**src/rtl/ternary_to_binary_converter.sv**
```systemverilog
// Sequential unsigned-ternary to binary decoder: one trit per cycle, MS trit first,
// acc = acc*3 + d, with valid/ready handshakes on input and output.
module ternary_to_binary_converter #(
    parameter int N     = 4,
    parameter int OUT_W = 7
) (
    input  logic             clk,
    input  logic             rst_n,
    input  logic             in_valid,
    output logic             in_ready,
    input  logic [2*N-1:0]   in_trits,
    output logic             out_valid,
    input  logic             out_ready,
    output logic [OUT_W-1:0] out_bin,
    output logic             out_err
);

    localparam int CW = $clog2(N + 1);

    typedef enum logic [1:0] {IDLE, CONV, DONE} state_t;

    state_t             state_q,     state_d;
    logic [2*N-1:0]     sreg_q,      sreg_d;
    logic [CW-1:0]      cnt_q,       cnt_d;
    logic [OUT_W-1:0]   acc_q,       acc_d;
    logic               err_q,       err_d;
    logic               in_ready_q,  in_ready_d;
    logic               out_valid_q, out_valid_d;
    logic [OUT_W-1:0]   out_bin_q,   out_bin_d;
    logic               out_err_q,   out_err_d;

    logic [1:0]         digit;
    logic               illegal;
    logic [1:0]         digit_val;
    logic [OUT_W+1:0]   step;

    // Two extra bits hold acc*3+2 without wrap, so overflow is just the top bits.
    always_comb begin
        digit     = sreg_q[2*N-1 -: 2];
        illegal   = (digit == 2'b11);
        digit_val = illegal ? 2'b00 : digit;
        step      = ({2'b00, acc_q} * (OUT_W+2)'(3)) + (OUT_W+2)'(digit_val);
    end

    // NOTE: every *_d gets a hold default first so no path through the case infers a latch.
    always_comb begin
        state_d     = state_q;
        sreg_d      = sreg_q;
        cnt_d       = cnt_q;
        acc_d       = acc_q;
        err_d       = err_q;
        in_ready_d  = in_ready_q;
        out_valid_d = out_valid_q;
        out_bin_d   = out_bin_q;
        out_err_d   = out_err_q;
        unique case (state_q)
            IDLE: begin
                if (in_valid && in_ready_q) begin
                    sreg_d     = in_trits;
                    acc_d      = '0;
                    err_d      = 1'b0;
                    cnt_d      = CW'(N);
                    in_ready_d = 1'b0;
                    state_d    = CONV;
                end
            end
            CONV: begin
                acc_d  = step[OUT_W-1:0];
                err_d  = err_q | illegal | (|step[OUT_W+1:OUT_W]);
                sreg_d = {sreg_q[2*N-3:0], 2'b00};
                cnt_d  = cnt_q - CW'(1);
                if (cnt_q == CW'(1)) begin
                    out_valid_d = 1'b1;
                    out_bin_d   = acc_d;
                    out_err_d   = err_d;
                    state_d     = DONE;
                end
            end
            DONE: begin
                if (out_ready) begin
                    out_valid_d = 1'b0;
                    in_ready_d  = 1'b1;
                    state_d     = IDLE;
                end
            end
            default: begin
                out_valid_d = 1'b0;
                in_ready_d  = 1'b1;
                state_d     = IDLE;
            end
        endcase
    end

    // NOTE: all state uses non-blocking assignment and is cleared by the async reset;
    // there is no memory array here, so nothing is left unreset.
    always_ff @(posedge clk or negedge rst_n) begin
        if (!rst_n) begin
            state_q     <= IDLE;
            sreg_q      <= '0;
            cnt_q       <= '0;
            acc_q       <= '0;
            err_q       <= 1'b0;
            in_ready_q  <= 1'b1;
            out_valid_q <= 1'b0;
            out_bin_q   <= '0;
            out_err_q   <= 1'b0;
        end else begin
            state_q     <= state_d;
            sreg_q      <= sreg_d;
            cnt_q       <= cnt_d;
            acc_q       <= acc_d;
            err_q       <= err_d;
            in_ready_q  <= in_ready_d;
            out_valid_q <= out_valid_d;
            out_bin_q   <= out_bin_d;
            out_err_q   <= out_err_d;
        end
    end

    assign in_ready  = in_ready_q;
    assign out_valid = out_valid_q;
    assign out_bin   = out_bin_q;
    assign out_err   = out_err_q;

endmodule

```
**config.mk**
```make
export PLATFORM = sky130hd
export DESIGN_NAME = ternary_to_binary_converter
export DESIGN_NICKNAME = d
export VERILOG_FILES = /design/src/rtl/ternary_to_binary_converter.sv
export SDC_FILE = /design/constraint.sdc
export NUM_CORES = 1
export LEC_CHECK = 0
export BUFFER_PORTS_ARGS = -buffer_cell sky130_fd_sc_hd__clkbuf_2
export CAP_MARGIN = 20
export CORE_ASPECT_RATIO = 0.9
export CORE_MARGIN = 5
export CORE_UTILIZATION = 45
export CTS_BUF_LIST = sky130_fd_sc_hd__clkbuf_8
export DETAILED_ROUTE_END_ITERATION = 8
export HOLD_SLACK_MARGIN = 0.15
export REMOVE_ABC_BUFFERS = 1
export SYNTH_ARGS = -nofsm -noshare
export SYNTH_HDL_FRONTEND = slang
export SYNTH_SLANG_ARGS = --single-unit
```
**constraint.sdc**
```tcl
create_clock -name clk -period 7.2 [get_ports clk]
set_input_delay 1.08 -clock clk [delete_from_list [all_inputs] [get_ports clk]]
set_output_delay 1.08 -clock clk [all_outputs]
set_load 0.05 [all_outputs]
```
==> impl_metrics.json <==
{
  "ant_nets": 0,
  "slew_headroom_pct": 46.7,
  "clockBufferDepth": 2,
  "hold_path_depth": 2,
  "gp_congestion": 0.910,
  "synth_most_common_cell": "nand2_1",
  "cts_tree": "built",
  "ys.flop_type": "dfrtp_1",
  "worstPathRequired_ps": 7410,
  "post_cts_buffers": 0,
  "vias_per_cell": 5.23,
  "io_pins": 22,
  "outcome": "finished clean",
  "fmax_ghz": 0.396,
  "fin_skew_ps": 1.62,
  "clk_latency_ps": 280,
  "min_path_type": "flip-flop to flip-flop",
  "worst_setup_path_end_kind": "flip-flop",
  "grt_first_pass_wirelength_um": 5930,
  "fin_area_um2": 1930,
  "crit_start": "sreg_q[6]",
  "diodes": 0,
  "track_usage_pct": 15.8,
  "yosysSeqAreaShare_pct": 45.6,
  "r2r_cells": 11,
  "antenna_found_initial": 0,
  "synthArstFlopShare_pct": 100,
  "synth_common_cells": "36 x nand2_1, 30 x dfrtp_1, 15 x ha_1",
  "die_x_um": 74.9,
  "power_leakage_nw": 0.994,
  "power_density_nw_per_um2": 510,
  "synth.avg_cell_area_um2": 10.1,
  "ctsHoldBuffers": 0,
  "setup_violations": 0,
  "post-route-min-period_ps": 2530,
  "syn_inst": 169,
  "die_area_um2": 5120,
  "vdd_drop_max_mv": 0.199,
  "regToRegEndpoint": "out_err",
  "drt_iter0_drc": 46,
  "cts_sinks": 31,
  "crit_type": "flip-flop to flip-flop",
  "cts_resized": 0,
  "synth.largest_area_cell": "dfrtp_1",
  "synth-edff-count": 0,
  "utilization_pct": 52.4,
  "dpl.hpwl_um": 2480,
  "cts_buffers": 5,
  "place_area_um2": 1830,
  "yosysWarnings": 0,
  "area_growth_pct": 13.1,
  "r2r-start": "sreg_q[6]",
  "finalSetupTns_ps": 0,
  "rows": 21,
  "grt_pass1_vias": 1301,
  "rrSetupSlack_ps": 4670,
  "synth_cell_types": 37,
  "finalCritPeriodShare_pct": 35.1,
  "worst-path-max-fanout": 4,
  "start_util_pct": 46.3,
  "netlist.area_leader.share_pct": 44.1,
  "first_pass_iters": 4,
  "drcViolationCount": 0,
  "grt_max_degree": 32,
  "drv_cap": 0,
  "finalMaxSlewViolations": 0,
  "finalNetCount": 221,
  "layout-drive-gt1-share_pct": 19.7,
  "wl_um": 3340,
  "worst-slew-pin-transition_ps": 799,
  "htree_levels": 2,
  "vias": 1249,
  "grt_setup_unrepaired": "no",
  "syn-cell-area_um2": 1700,
  "startpoint_type": "flip-flop",
  "die_y_um": 68.4,
  "wl_per_cell_um": 14.0,
  "endpoint": "out_err",
  "overflow": 0,
  "synth-seq-cells": 31,
  "root_buffer": "clkbuf_8",
  "arrival_ps": 2740,
  "path_clk_slew_ps": 60,
  "synth.area.top_cells": "dfrtp_1 44%, ha_1 11%, nand2_1 7.9%",
  "io_buffer_count": 21,
  "coreArea_um2": 3680,
  "hold_viol": 0
}
[layer usage]
layer	GRT usage, %	wire length, µm
met5	0	0
met1	19.5	1570
met3	4.55	139
met2	25.2	1530
met4	7.78	96
[sequential cells by signal, summed over array words and instances (netlist names)]
register,flops
acc_q,7
cnt_q,3
err_q,1
in_ready,1
out_bin,7
out_err,1
out_valid,1
sreg_q,8
state_q,2
[worst max-delay path, stage by stage, from the launching register on]
cell	delay, ps
dfrtp_1	400
nand2b_1	160
fa_1	430
inv_1	70
ha_1	210
inv_1	70
fa_1	430
nor2b_4	130
o31a_1	160
o221ai_1	110
o211a_1	170
o21ai_2	110
[cell families after synthesis]
kind of cell | after synthesis | synth area share [%]
multiplexers | 6 | 3.52
flip-flops | 31 | 45.6
buffers and inverters | 17 | 4.92
AND/OR/NAND/NOR | 52 | 14.2
XOR/XNOR | 3 | 1.54
adder cells (fa/ha/maj) | 17 | 13.4
AO/OA/AOI/OAI | 43 | 16.9
[placed cells by master, fill, tap and decap left out, drive strengths merged, types with 2 or more instances in the layout]
master and count:
and3 2, mux2i 6, a22oi 3, xor2 2
clkbuf 28, nor2 5, ha 15, nor2b 3
a21oi 5, inv 13, nand2b 2, fa 2
a22o 4, nand2 37, o21ai 22, nand3 2
dfrtp 30
[where the power goes]
group | total [mW] | switching [mW] | internal [mW] | leakage, nW
logic | 0.528 | 0.329 | 0.199 | 0.551
clock network | 0.150 | 0.0645 | 0.0858 | 0.0557
registers | 0.305 | 0.0548 | 0.250 | 0.387
[worst min path at each step]
| stage | start | end | slack (ps) |
|---|---|---|---|
| 3_3_place_gp | out_bin[0] | out_bin[0] | 460 |
| 5_1_grt | out_bin[0] | out_bin[0] | 510 |
| 2_1_floorplan | err_q | err_q | 450 |
| 4_1_cts | out_bin[0] | out_bin[0] | 480 |
| 3_5_place_dp | out_bin[0] | out_bin[0] | 460 |
| 6_report | out_bin[0] | out_bin[0] | 470 |
[final cells by class]
type	instances	area (µm²)
tap	46	57.6
inverter	12	45.0
fill	343	1750
clock buffer	7	96.3
clock inverter	1	3.75
multi-input combinational	121	843
sequential	31	777
timing repair buffer	21	105
[metrics by stage]
stage | power [mW] | cells | setup slack [ps] | hold slack, ps
finish | 0.983 | 239 | 4670 | 472
global route | 1.07 | 239 | 4520 | 514
CTS | 0.994 | 239 | 4660 | 479
detailed placement | 0.841 | 231 | 4670 | 462
global placement | 0.822 | 231 | 4760 | 458
floorplan | 0.717 | 164 | 4830 | 448
No activity file was read; power rests on OpenSTA's default activity.
